===== config.mk =====
export PLATFORM = sky130hd
export DESIGN_NAME = tlc_multiway_sensor
export DESIGN_NICKNAME = d
export VERILOG_FILES = /design/src/rtl/tlc_multiway_sensor_pkg.sv /design/src/rtl/tlc_multiway_sensor_rr_pick.sv /design/src/rtl/tlc_multiway_sensor.sv
export SDC_FILE = /design/constraint.sdc
export NUM_CORES = 1
export LEC_CHECK = 0
export CORE_MARGIN = 2
export CORE_UTILIZATION = 48
export DETAILED_ROUTE_END_ITERATION = 6
export GPL_TIMING_DRIVEN = 0
export MAX_ROUTING_LAYER = met4
export PLACE_DENSITY = 0.72
export SLEW_MARGIN = 15
export SYNTH_ARGS = -nofsm -noshare
export SYNTH_HDL_FRONTEND = slang
export SYNTH_HIERARCHICAL = 1
export SYNTH_SLANG_ARGS = --single-unit

===== constraint.sdc =====
create_clock -name clk -period 6.19 [get_ports clk]
set_input_delay 1.238 -clock clk [delete_from_list [all_inputs] [get_ports clk]]
set_output_delay 1.238 -clock clk [all_outputs]
set_load 0.005 [all_outputs]

===== src/rtl/tlc_multiway_sensor_pkg.sv =====
`default_nettype none
// ============================================================================
//  Module   : tlc_pkg
//  Purpose  : Shared types for the multi-way sensor traffic light controller.
//             Holds the phase encoding, the phase enum, the per-way lamp set
//             and a helper that turns (phase, ownership) into a lamp set.
//  Revision : 1.0  initial release
// ============================================================================
package tlc_pkg;

   localparam logic [1:0] PH_ALLRED = 2'd0;
   localparam logic [1:0] PH_GREEN  = 2'd1;
   localparam logic [1:0] PH_YELLOW = 2'd2;

   typedef enum logic [1:0] {
      ST_ALLRED = PH_ALLRED,
      ST_GREEN  = PH_GREEN,
      ST_YELLOW = PH_YELLOW
   } phase_t;

   typedef struct packed {
      logic r;
      logic y;
      logic g;
   } lamp_t;

   // Lamp set for one approach: only the owner of green/yellow leaves red.
   function automatic lamp_t lamp_for(input phase_t ph, input logic owner);
      lamp_t l;
      l = '{r: 1'b1, y: 1'b0, g: 1'b0};
      if (owner && (ph == ST_GREEN)) begin
         l = '{r: 1'b0, y: 1'b0, g: 1'b1};
      end else if (owner && (ph == ST_YELLOW)) begin
         l = '{r: 1'b0, y: 1'b1, g: 1'b0};
      end
      return l;
   endfunction

endpackage
`default_nettype wire


===== src/rtl/tlc_multiway_sensor_rr_pick.sv =====
`default_nettype none
// ============================================================================
//  Module   : tlc_rr_pick
//  Purpose  : Combinational round-robin picker. Searches pending requests
//             cyclically starting at cur+1 and checking cur itself last.
//  Ports    : pending  in  NUM_WAYS  latched requests per approach
//             cur      in  WAY_W     current owner
//             next_way out WAY_W     first pending way found (cur if none)
//             found    out 1         at least one way is pending
//  Revision : 1.0  initial release
// ============================================================================
module tlc_rr_pick #(
   parameter int NUM_WAYS = 4,
   parameter int WAY_W    = $clog2(NUM_WAYS)
) (
   input  logic [NUM_WAYS-1:0] pending,
   input  logic [WAY_W-1:0]    cur,
   output logic [WAY_W-1:0]    next_way,
   output logic                found
);

   function automatic logic [WAY_W-1:0] wrap_add(input logic [WAY_W-1:0] base,
                                                 input int k);
      return WAY_W'((int'(base) + k) % NUM_WAYS);
   endfunction

   // Scan from the farthest offset down to the nearest so that the nearest
   // pending way (in cyclic order after cur) overwrites all others.
   always_comb begin
      next_way = cur;
      found    = 1'b0;
      for (int k = NUM_WAYS; k >= 1; k--) begin
         if (pending[wrap_add(cur, k)]) begin
            next_way = wrap_add(cur, k);
            found    = 1'b1;
         end
      end
   end

endmodule
`default_nettype wire


===== src/rtl/tlc_multiway_sensor.sv =====
`default_nettype none
// ============================================================================
//  Module   : tlc_multiway_sensor
//  Purpose  : Sensor-actuated traffic light controller for NUM_WAYS
//             approaches. One approach holds green at a time; every change
//             of right-of-way goes GREEN -> YELLOW -> ALLRED -> GREEN.
//             Detections are latched and served round-robin.
//  Ports    : clk        in  1         clock
//             reset      in  1         asynchronous active-high reset
//             tick       in  1         timebase enable for timer and FSM
//             req        in  NUM_WAYS  vehicle sensors
//             red        out NUM_WAYS  red lamps
//             yellow     out NUM_WAYS  yellow lamps
//             green      out NUM_WAYS  green lamps
//             active_way out WAY_W     owner of green/yellow (last owner in all-red)
//             phase      out 2         0 = ALLRED, 1 = GREEN, 2 = YELLOW
//  Revision : 1.0  initial release
// ============================================================================
module tlc_multiway_sensor
   import tlc_pkg::*;
#(
   parameter int NUM_WAYS  = 4,
   parameter int CNT_W     = 8,
   parameter int GREEN_MIN = 4,
   parameter int GREEN_MAX = 10,
   parameter int YELLOW_T  = 2,
   parameter int ALLRED_T  = 1,
   parameter int WAY_W     = $clog2(NUM_WAYS)
) (
   input  logic                clk,
   input  logic                reset,
   input  logic                tick,
   input  logic [NUM_WAYS-1:0] req,
   output logic [NUM_WAYS-1:0] red,
   output logic [NUM_WAYS-1:0] yellow,
   output logic [NUM_WAYS-1:0] green,
   output logic [WAY_W-1:0]    active_way,
   output logic [1:0]          phase
);

   // Terminal counts: a phase ends on the tick where timer equals these.
   localparam logic [CNT_W-1:0] ALLRED_END = CNT_W'(ALLRED_T - 1);
   localparam logic [CNT_W-1:0] YELLOW_END = CNT_W'(YELLOW_T - 1);
   localparam logic [CNT_W-1:0] GMIN_END   = CNT_W'(GREEN_MIN - 1);
   localparam logic [CNT_W-1:0] GMAX_END   = CNT_W'(GREEN_MAX - 1);
   localparam logic [WAY_W-1:0] CUR_RESET  = WAY_W'(NUM_WAYS - 1);

   phase_t              state, state_nxt;
   logic [CNT_W-1:0]    timer, timer_nxt;
   logic [WAY_W-1:0]    cur, cur_nxt;
   logic [NUM_WAYS-1:0] pending, pending_nxt;
   logic                enter_green;

   logic [NUM_WAYS-1:0] cur_mask;
   logic [NUM_WAYS-1:0] green_mask;
   logic [NUM_WAYS-1:0] clear_mask;
   logic [NUM_WAYS-1:0] others;
   logic [NUM_WAYS-1:0] red_nxt, yellow_nxt, green_nxt;

   logic [WAY_W-1:0]    pick_way;
   logic                pick_found;
   logic [WAY_W-1:0]    cur_plus1;

   tlc_rr_pick #(
      .NUM_WAYS (NUM_WAYS),
      .WAY_W    (WAY_W)
   ) u_pick (
      .pending  (pending),
      .cur      (cur),
      .next_way (pick_way),
      .found    (pick_found)
   );

   assign cur_plus1 = WAY_W'((int'(cur) + 1) % NUM_WAYS);
   assign others    = pending & ~cur_mask;

   // Per-way masks and next lamp values.
   generate
      for (genvar i = 0; i < NUM_WAYS; i++) begin : g_way
         lamp_t lamp_i;
         assign cur_mask[i]   = (cur == WAY_W'(i));
         assign green_mask[i] = (state == ST_GREEN) && cur_mask[i];
         assign clear_mask[i] = enter_green && (cur_nxt == WAY_W'(i));
         assign lamp_i        = lamp_for(state_nxt, cur_nxt == WAY_W'(i));
         assign red_nxt[i]    = lamp_i.r;
         assign yellow_nxt[i] = lamp_i.y;
         assign green_nxt[i]  = lamp_i.g;
      end
   endgenerate

   // A way cannot request while it is green; the clear on green entry
   // takes priority over a set arriving on the same edge.
   assign pending_nxt = (pending | (req & ~green_mask)) & ~clear_mask;

   always_comb begin
      state_nxt   = state;
      timer_nxt   = timer;
      cur_nxt     = cur;
      enter_green = 1'b0;
      if (tick) begin
         timer_nxt = timer + CNT_W'(1);
         case (state)
            ST_ALLRED: begin
               if (timer == ALLRED_END) begin
                  state_nxt   = ST_GREEN;
                  timer_nxt   = '0;
                  cur_nxt     = pick_found ? pick_way : cur_plus1;
                  enter_green = 1'b1;
               end
            end
            ST_GREEN: begin
               if (((timer >= GMIN_END) && (others != '0)) || (timer == GMAX_END)) begin
                  state_nxt = ST_YELLOW;
                  timer_nxt = '0;
               end
            end
            ST_YELLOW: begin
               if (timer == YELLOW_END) begin
                  state_nxt = ST_ALLRED;
                  timer_nxt = '0;
               end
            end
            default: begin
               state_nxt = ST_ALLRED;
               timer_nxt = '0;
            end
         endcase
      end
   end

   // Outputs are registered from the next-state values so they change on
   // the same edge as the state itself.
   always_ff @(posedge clk or posedge reset) begin
      if (reset) begin
         state      <= ST_ALLRED;
         timer      <= '0;
         cur        <= CUR_RESET;
         pending    <= '0;
         red        <= '1;
         yellow     <= '0;
         green      <= '0;
         active_way <= CUR_RESET;
         phase      <= PH_ALLRED;
      end else begin
         state      <= state_nxt;
         timer      <= timer_nxt;
         cur        <= cur_nxt;
         pending    <= pending_nxt;
         red        <= red_nxt;
         yellow     <= yellow_nxt;
         green      <= green_nxt;
         active_way <= cur_nxt;
         phase      <= state_nxt;
      end
   end

endmodule
`default_nettype wire


==> metrics.log, run 1 <==
INFO  metric outcome = finished, final reports clean
INFO  metric post_synth.cell_area_avg = approximately 9 µm²
INFO  metric critical_path_buffer_and_inverter_count = 1
INFO  metric antenna_cells_inserted = 0
INFO  metric final-setup-viol-count = 0
INFO  metric layout_worst_path_cycle_share = 45.6%
INFO  metric worst_path_top_cell_family_by_delay = flip-flops
INFO  metric numPlacedInstances = 235
INFO  metric clk-insertion-delay-late = 0.33 ns
INFO  metric area_growth = 20.2%
INFO  metric layout.cell_area.non_filler = 1890 µm²
INFO  metric vias_per_cell = between 5 and 6
INFO  metric rsz0062_at_grt = false
INFO  metric synth-async-reset-ratio = 100%
INFO  metric hold_path.class = reg -> reg
INFO  metric grt_start_max_net_pins = 29
INFO  metric drv.max_cap_violation_count = 0
INFO  metric worst_path_largest_cell_delay = 0.70 ns
INFO  metric synthesis.area = 1570 µm²
INFO  metric worstSetupEndpoint = active_way[1]
INFO  metric crit-reg2reg-capture = timer[5]
INFO  metric design.die.area = 3740 µm²
INFO  metric placedInstanceArea = 1840 µm²
INFO  metric clk_path_buf_depth = 2
INFO  metric first_global_vias = 1263
INFO  metric timing.critical_path.slowest_stage_cell = dfstp_2
INFO  metric cp.required = approximately 5 ns
INFO  metric post_synth_cell_types = 41
INFO  metric ordered_cell_list_for_the_critical_path = clkdlybuf4s50_1
INFO  metric ctsResizeCount = 0
INFO  metric cts_tree = yes
INFO  metric power_per_cell_area = between 200 and 250 nW/µm²
INFO  metric drive_above_1_share = just over 8%
INFO  metric grt_first_pass_wirelength = around 5300 µm
INFO  metric die_h = 61.2 µm
INFO  metric path_clk_slew = around 0.14 ns
INFO  metric floorplan.initialDensity = roughly 51%
INFO  metric fin_nets = 210
INFO  metric post-synth-top-area-fraction = 35.1%
INFO  metric gp_congestion = 0.863
INFO  metric power.static_leakage = slightly below 0.8 nW
INFO  metric crit_path_end_kind = output port
INFO  metric rr_startpoint = cur[1]
INFO  metric hpwlAfterDp = approximately 2400 µm
INFO  metric route.detailed.wl_per_inst = 13.6 µm
INFO  metric cts_sinks = 28
INFO  metric startpoint = cur[1]
INFO  metric finalSetupTns = 0 ns
INFO  metric synth.yosys.warnings = 6
INFO  metric synth_nets = 184
INFO  metric synth.area.top_cells = dfrtp_1 (35%), dfstp_2 (10%), ha_1 (5.6%), a31oi_1 (4.4%), nand2_1 (3.8%)
INFO  metric io_pins = 23
INFO  metric antenna_found_initial = 0
INFO  metric worstRegToRegCells = 6
INFO  metric final_period_minus_worst_setup_slack = approximately 2.8 ns
INFO  metric max_clock_freq = between 0.3 and 0.4 GHz
INFO  metric vias = between 1000 and 1500
INFO  metric detail-route-antenna-nets = 0
INFO  metric post_synth_inst_count = 170
INFO  metric post_cts_hold_buffer_count = 0
INFO  metric final_core_util = between 60% and 70%
INFO  metric globalRoute.totalOverflow = 0
INFO  metric width_of_the_die = 61.2 µm
INFO  metric numPortBuffers = 21
INFO  metric ys_top_cells_by_count = dfrtp_1 (22), nand2_1 (16), inv_1 (13), nor2_1 (13), a31oi_1 (11)
INFO  metric std_cell_rows = 20
INFO  metric cts_htree_levels = 1
INFO  metric post-place-ws = 3.22 ns
INFO  metric drtIter0Drc = 71
INFO  metric clock_skew = about 0.0015 ns
INFO  metric synth_largest_area_cell = dfrtp_1
INFO  metric synth_sequential_area_ratio = between 40% and 50%
INFO  metric tritoncts.num_buffers = 3
INFO  metric synth-edff-count = 0
INFO  metric p_total = 0.408 mW
INFO  metric slew_violations = 0
INFO  metric overall_track_demand_over_capacity_in_global_routing = 19.7%
INFO  metric fin_ws = 3.37 ns
INFO  metric top_fanout_value_on_the_critical_path = 14
INFO  metric transition_time_at_the_pin_with_the_least_slew_margin = 0.938 ns
INFO  metric setup.worst_path.start_class = register
INFO  metric whs = between 0.5 and 0.6 ns
INFO  metric slew_headroom = 37.1%
INFO  metric ys_seq_elements = 28
INFO  metric worstPathArrival = 1.58 ns
INFO  metric first_pass_iters = 4
INFO  metric ff2ff_setup_slack = 3.76 ns
INFO  metric final-instance-count-excl-fill = between 200 and 250
INFO  metric cts-root-buf = clkbuf_4
INFO  metric final_routed_wirelength = between 3000 and 4000 µm
INFO  metric worst_ir_drop_vdd = 0.000144 V
INFO  metric hold_violations = 0
INFO  metric synth_ff_type = dfrtp_1
INFO  metric post_cts_buffers = 0
INFO  metric drcViolationCount = 0
INFO  metric setup.worst_path.class = reg -> out
INFO  metric worst-path-stages = 1
INFO  metric core = 3080 µm²
INFO  metric synth.most_common_cell = dfrtp_1
==> where the power goes <==
| part | leakage [nW] | total (mW) | internal, mW | switching, mW |
|---|---|---|---|---|
| Clock | 0.0279 | 0.119 | 0.0656 | 0.0533 |
| Sequential | 0.315 | 0.214 | 0.198 | 0.0159 |
| Combinational | 0.440 | 0.0754 | 0.0313 | 0.0441 |
==> worst min path at each step <==
| stage | start | cells past startpoint | slack (ns) | endpoint |
|---|---|---|---|---|
| 2_1_floorplan | timer[7] | 1 | 0.49 | timer[7] |
| 3_3_place_gp | timer[7] | 1 | 0.51 | timer[7] |
| 3_5_place_dp | timer[7] | 1 | 0.53 | timer[7] |
| 4_1_cts | timer[7] | 1 | 0.55 | timer[7] |
| 5_1_grt | timer[7] | 1 | 0.58 | timer[7] |
| 6_report | timer[7] | 1 | 0.55 | timer[7] |
==> layout by cell type, fill, tap and decap left out, types with 4 or more instances in the layout <==
cell type        Yosys  layout
ha_1                 7       7
dfstp_2              6       6
inv_1               13      12
nor2_1              13      13
nand2b_1             7       7
nor3_1               6       6
a31oi_1             11      11
dfrtp_1             22      22
nand4_1              4       4
clkdlybuf4s50_1      0      21
a21oi_1              9       9
a21o_1               4       4
nand2_1             16      16
nand3_1              6       6
==> kinds of logic (layout without fill, tap and decap cells) <==
kind of cell,after synthesis,after routing,share of synthesized area [%]
AO/OA/AOI/OAI,47,47,21.0
adder cells (fa/ha/maj),7,7,5.58
buffers and inverters,19,44,4.70
flip-flops,28,28,45.1
multiplexers,4,4,2.63
AND/OR/NAND/NOR,65,65,21.0
==> flip-flops by register name, indices dropped and copies added (netlist names) <==
| signal | cells |
|---|---|
| cur | 2 |
| timer | 8 |
| yellow | 4 |
| green | 4 |
| state | 2 |
| pending | 4 |
| red | 4 |
==> routing by layer <==
layer | part of all wire [%] | vias up | GRT usage, %
met2 | 49 | 46 | 33.3
met3 | 4.5 | 5 | 2.73
met5 | 0 | - | -
met1 | 45 | 677 | 23.8
met4 | 1.4 | 0 | 7.76
li1 | - | 676 | -
==> layout make-up <==
class | instances | area [µm²]
Sequential cell | 28 | 708
Tap cell | 44 | 55.1
Clock buffer | 3 | 22.5
Inverter | 14 | 52.6
Buffer | 5 | 21.3
Clock inverter | 1 | 30.0
Multi-Input combinational cell | 123 | 788
Timing Repair Buffer | 21 | 210
Fill cell | 261 | 1190
(Power assumes the default switching activity.)
==> run 2, diff against run 1 <==
--- a/config.mk
+++ b/config.mk
@@ -10,7 +10,7 @@
 export DETAILED_ROUTE_END_ITERATION = 6
 export GPL_TIMING_DRIVEN = 0
 export MAX_ROUTING_LAYER = met4
-export PLACE_DENSITY = 0.72
+export PLACE_DENSITY = 0.75
 export SLEW_MARGIN = 15
 export SYNTH_ARGS = -nofsm -noshare
 export SYNTH_HDL_FRONTEND = slang
==> constraint.sdc (replaced) <==
create_clock -name clk -period 2.4 [get_ports clk]
set_input_delay 0.48 -clock clk [delete_from_list [all_inputs] [get_ports clk]]
set_output_delay 0.48 -clock clk [all_outputs]
set_load 0.005 [all_outputs]
==> metrics.log, run 2 (same netlist as run 1, synthesis figures left out) <==
INFO  metric outcome = finished, final reports clean
INFO  metric tritoncts.num_buffers = 3
INFO  metric cts_tree = yes
INFO  metric max_clock_freq = between 0.4 and 0.5 GHz
INFO  metric ordered_cell_list_for_the_critical_path = inv_1, ha_1, nor4bb_1, and3_1, clkbuf_1, nor2_1, a32oi_1, nand2b_1
INFO  metric worst_path_largest_cell_delay = 0.45 ns
INFO  metric layout_worst_path_cycle_share = around 93%
INFO  metric max_ffs_per_register = 8
INFO  metric startpoint = timer[0]
INFO  metric drcViolationCount = 0
INFO  metric final_core_util = 62.6%
INFO  metric power.share.sequential = a little over half
INFO  metric antenna_cells_inserted = 0
INFO  metric floorplan.initialDensity = 51.0%
INFO  metric hold_path_startpoint = tick
INFO  metric final-setup-viol-count = 0
INFO  metric setup.worst_path.class = reg -> reg
INFO  metric transition_time_at_the_pin_with_the_least_slew_margin = slightly below 1 ns
INFO  metric io_pins = 23
INFO  metric globalRoute.totalOverflow = 0
INFO  metric critical_path_buffer_and_inverter_count = 2
INFO  metric first_global_vias = 1204
INFO  metric drive_above_1_share = 11.1%
INFO  metric setup.worst_path.start_class = register
INFO  metric post_cts_hold_buffer_count = 0
INFO  metric worst_path_top_cell_family_by_delay = simple AND/OR/NAND/NOR gates
INFO  metric timing.critical_path.slowest_stage_cell = dfrtp_1
INFO  metric post-place-ws = -0.0586 ns
INFO  metric worstRegToRegCells = 8
INFO  metric slew_violations = 0
INFO  metric vias = 1355
INFO  metric mostFrequentLayoutCell = dfrtp_1
INFO  metric rsz0062_at_grt = false
INFO  metric finalSetupTns = 0 ns
INFO  metric top_fanout_value_on_the_critical_path = 6
INFO  metric drv.max_cap_violation_count = 0
INFO  metric first_pass_iters = 4
INFO  metric cp.required = 2.66 ns
INFO  metric layout.cell_area.non_filler = between 1500 and 2000 µm²
INFO  metric std_cell_rows = 20
INFO  metric detail-route-antenna-nets = 0
INFO  metric clk-insertion-delay-late = 0.31 ns
INFO  metric cts_sinks = 28
INFO  metric power_per_cell_area = between 500 and 600 nW/µm²
INFO  metric numPortBuffers = 21
INFO  metric clock_skew = between 0.0015 and 0.002 ns
INFO  metric fin_nets = roughly 210
INFO  metric gp_congestion = slightly below 0.9
INFO  metric die_h = 61.2 µm
INFO  metric whs = slightly below 0.5 ns
INFO  metric rr_startpoint = timer[0]
INFO  metric core = 3080 µm²
INFO  metric antenna_found_initial = 0
INFO  metric placedInstanceArea = 1840 µm²
INFO  metric design.die.area = 3740 µm²
INFO  metric top_register = timer
INFO  metric final_routed_wirelength = 3160 µm
INFO  metric crit_path_end_kind = register
INFO  metric hold_path.class = in -> reg
INFO  metric overall_track_demand_over_capacity_in_global_routing = 19.6%
INFO  metric area_growth = 22.6%
INFO  metric cellInternalPower = ~0.76 mW
INFO  metric vias_per_cell = 5.60
INFO  metric cts_htree_levels = 1
INFO  metric path_clk_slew = 0.13 ns
INFO  metric power.static_leakage = between 0.8 and 0.9 nW
INFO  metric p_sw_share = 26.9%
INFO  metric power.share.clock = around 28%
INFO  metric drtIter0Drc = 69
INFO  metric layout.cells.most_common_list = dfrtp_1 (22), clkdlybuf4s50_1 (21), nand2_1 (16)
INFO  metric worstPathArrival = 2.49 ns
INFO  metric grt_first_pass_wirelength = between 5000 and 6000 µm
INFO  metric holdPathStages = 3
INFO  metric grt_start_max_net_pins = 29
INFO  metric worst_ir_drop_vdd = 0.000436 V
INFO  metric slew_headroom = 35.1%
INFO  metric width_of_the_die = between 60 and 70 µm
INFO  metric worst-path-stages = 8
INFO  metric p_comb_share = 19.0%
INFO  metric clk_path_buf_depth = 2
INFO  metric hold_violations = 0
INFO  metric cts-root-buf = clkbuf_4
INFO  metric final_period_minus_worst_setup_slack = 2.22 ns
INFO  metric ff2ff_setup_slack = 0.18 ns
INFO  metric route.detailed.wl_per_inst = around 13 µm
INFO  metric hpwlAfterDp = 2380 µm
INFO  metric nFillCells = 260
INFO  metric power.switching = approximately 0.28 mW
INFO  metric fin_ws = 0.175 ns
==> run 2: cell count changes in the layout (fill, tap and decap cells not counted), sizes merged <==
cell,change
inv,+1
clkinv,-1
buf,+3
==> run 2: metrics by stage <==
stage | power (mW) | cells
after floorplan | 0.696 | 170
after detailed placement | 0.752 | 235
after CTS | 1.05 | 240
after global routing | 1.10 | 242
after global placement | 0.741 | 235
final | 1.04 | 242
==> run 2: final timing paths <==
path,endpoint
hold reg to reg,timer[7]
max in group asynchronous,pending[1]
setup / recovery,red[0]
hold / removal,timer[1]
setup reg to reg,red[0]
min in group asynchronous,yellow[0]
==> run 2: what timing repair did <==
| item | in CTS | in global routing |
|---|---|---|
| buffers inserted | 1 | 2 |
| pin swaps | 1 | 0 |
| endpoints found under the setup margin | 4 | 8 |
| hold endpoints to repair | 0 | 0 |
| gates resized for setup | 0 | 4 |
==> run 2: power by group through the flow <==
stage	registers [mW]	logic, mW	clock network (mW)
after global placement	0.555	0.186	0
after floorplan	0.550	0.146	0
after global routing	0.557	0.225	0.316
after detailed placement	0.558	0.194	0
after CTS	0.550	0.194	0.308
final	0.550	0.198	0.292
==> run 2: metal layers <==
layer  vias up  GRT usage, %  share of wire [%]
li1        681             -                  -
met1       638          24.2                 45
met2        32          32.7                 49
met3         4          4.20                4.1
met4         0          5.28                1.3
met5         -             -                  0
==> run 2: layout make-up <==
class,count,area [µm²],area share (%)
well taps,44,55.1,2.86
clock inverters,1,30.0,1.56
clock buffers,3,22.5,1.17
flip-flops and latches,28,708,36.8
multi-input cells,123,803,41.7
inverters,14,52.6,2.73
repair buffers,24,233,12.1
plain buffers,5,21.3,1.10
==> run 2: worst min-delay path, cell delays in order <==
cell and delay (ns):
buf_2 0.15, nand2_1 0.07, o22ai_1 0.06
==> run 3, diff against run 2 <==
--- a/config.mk
+++ b/config.mk
@@ -11,6 +11,7 @@
 export GPL_TIMING_DRIVEN = 0
 export MAX_ROUTING_LAYER = met4
 export PLACE_DENSITY = 0.75
+export RECOVER_POWER = 100
 export SLEW_MARGIN = 15
 export SYNTH_ARGS = -nofsm -noshare
 export SYNTH_HDL_FRONTEND = slang
==> metrics.log, run 3 (same netlist as run 1, synthesis figures left out) <==
INFO  metric route.detailed.wl_per_inst = around 13 µm
INFO  metric drcViolationCount = 0
INFO  metric top_fanout_value_on_the_critical_path = 6
INFO  metric fin_nets = between 200 and 250
INFO  metric slew_headroom = 35.1%
INFO  metric core = 3080 µm²
INFO  metric floorplan.initialDensity = 51.0%
INFO  metric outcome = finished, final reports clean
INFO  metric drive_above_1_share = between 10% and 20%
INFO  metric layout.cells.most_common_list = dfrtp_1 (22), nand2_1 (16), dlygate4sd3_1 (15)
INFO  metric max_ffs_per_register = 8
INFO  metric transition_time_at_the_pin_with_the_least_slew_margin = 0.972 ns
INFO  metric mostFrequentLayoutCell = dfrtp_1
INFO  metric drv.max_cap_violation_count = 0
INFO  metric rr_startpoint = timer[0]
INFO  metric hpwlAfterDp = 2380 µm
INFO  metric worst_path_largest_cell_delay = 0.45 ns
INFO  metric std_cell_rows = 20
INFO  metric overall_track_demand_over_capacity_in_global_routing = 19.6%
INFO  metric drtIter0Drc = 63
INFO  metric antenna_found_initial = 0
INFO  metric cts_sinks = 28
INFO  metric clk_path_buf_depth = 2
INFO  metric worst_ir_drop_vdd = 0.000437 V
INFO  metric globalRoute.totalOverflow = 0
INFO  metric layout_worst_path_cycle_share = 92.7%
INFO  metric whs = 0.480 ns
INFO  metric ff2ff_setup_slack = 0.18 ns
INFO  metric final-setup-viol-count = 0
INFO  metric area_growth = 22.4%
INFO  metric rsz0062_at_grt = false
INFO  metric cp.required = 2.66 ns
INFO  metric setup.worst_path.start_class = register
INFO  metric cts-root-buf = clkbuf_4
INFO  metric die_h = 61.2 µm
INFO  metric hold_violations = 0
INFO  metric layout.cell_area.non_filler = 1920 µm²
INFO  metric slew_violations = 0
INFO  metric numPortBuffers = 21
INFO  metric placedInstanceArea = 1840 µm²
INFO  metric power_per_cell_area = 541 nW/µm²
INFO  metric cts_tree = yes
INFO  metric clk-insertion-delay-late = a little over 0.3 ns
INFO  metric clock_skew = 0.00222 ns
INFO  metric tritoncts.num_buffers = 3
INFO  metric p_total = just over 1 mW
INFO  metric width_of_the_die = 61.2 µm
INFO  metric io_pins = 23
INFO  metric timing.critical_path.slowest_stage_cell = dfrtp_1
INFO  metric vias = between 1000 and 1500
INFO  metric worstRegToRegCells = 8
INFO  metric crit-reg2reg-capture = red[0]
INFO  metric first_pass_iters = 4
INFO  metric cts_htree_levels = 1
INFO  metric final_period_minus_worst_setup_slack = 2.22 ns
INFO  metric detail-route-antenna-nets = 0
INFO  metric vias_per_cell = 5.58
INFO  metric top_register = timer
INFO  metric ordered_cell_list_for_the_critical_path = inv_1, ha_1, nor4bb_1, and3_1, clkbuf_1, nor2_1, a32oi_1, nand2b_1
INFO  metric worstSetupEndpoint = red[0]
INFO  metric path_clk_slew = 0.13 ns
INFO  metric design.die.area = roughly 3700 µm²
INFO  metric setup.worst_path.class = reg -> reg
INFO  metric grt_start_max_net_pins = 29
INFO  metric final_routed_wirelength = 3160 µm
INFO  metric hold_path.class = in -> reg
INFO  metric antenna_cells_inserted = 0
INFO  metric max_clock_freq = 0.449 GHz
INFO  metric nFillCells = 260
INFO  metric gp_congestion = 0.866
INFO  metric worstPathArrival = between 2 and 2.5 ns
INFO  metric grt_first_pass_wirelength = ~5400 µm
INFO  metric first_global_vias = 1204
INFO  metric startpoint = timer[0]
INFO  metric power.static_leakage = 0.818 nW
INFO  metric crit_path_end_kind = register
[run 3: cell count changes in the layout (fill, tap and decap cells not counted)]
| cell | delta |
|---|---|
| buf_4 | -1 |
| dlygate4sd3_1 | +15 |
| clkbuf_1 | +1 |
| clkdlybuf4s50_1 | -15 |
[run 3: worst max-delay path, delay by kind of cell, from the launching register on]
family	cells	cell delay [ns]
AND/OR/NAND/NOR	4	0.85
buffers and inverters	2	0.36
AO/OA/AOI/OAI	1	0.31
adder cells (fa/ha/maj)	1	0.20
flip-flops	1	0.45
[run 3: worst min path at each step]
| stage | startpoint | to | cells past startpoint |
|---|---|---|---|
| 3_5_place_dp | timer[7] | timer[7] | 1 |
| 2_1_floorplan | timer[7] | timer[7] | 1 |
| 6_report | tick | timer[1] | 3 |
| 4_1_cts | tick | timer[1] | 2 |
| 3_3_place_gp | timer[7] | timer[7] | 1 |
| 5_1_grt | tick | timer[0] | 2 |
[run 3: per-stage QoR]
step                utilization, %  instances  setup TNS [ns]  worst slack, ns
finish                        62.4        242               0            0.175
global route                  62.4        242               0           0.0334
CTS                           61.6        240               0            0.157
detailed placement            59.6        235          -0.116          -0.0586
global placement              59.6        235               0           0.0290
floorplan                        -        170               0            0.375
[run 3: what timing repair did]
| action | in CTS | in global routing |
|---|---|---|
| setup endpoints to repair | 4 | 8 |
| gates resized for setup | 0 | 4 |
| buffers inserted | 1 | 2 |
| pin swaps | 1 | 0 |
| hold buffers | 0 | 0 |
[run 3: where the power goes]
part           internal, mW  total, mW  switching, mW
clock                 0.169      0.293          0.124
combinational        0.0796      0.197          0.117
sequential            0.511      0.550         0.0388
total                 0.760       1.04          0.279
[run 3: layout make-up]
cell class                 count  area [µm²]  area share [%]
buffer                         5        21.3            1.11
clock buffer                   3        22.5            1.17
clock inverter                 1        30.0            1.56
inverter                      14        52.6            2.73
multi-input combinational    123         803            41.8
sequential                    28         708            36.8
tap                           44        55.1            2.86
timing repair buffer          24         229            11.9
[run 3: layer usage]
layer / wire, µm / track usage, %
met1: 1420 / 24.2
met2: 1570 / 32.7
met3: 128 / 4.20
met4: 40 / 5.28
met5: 0 / -
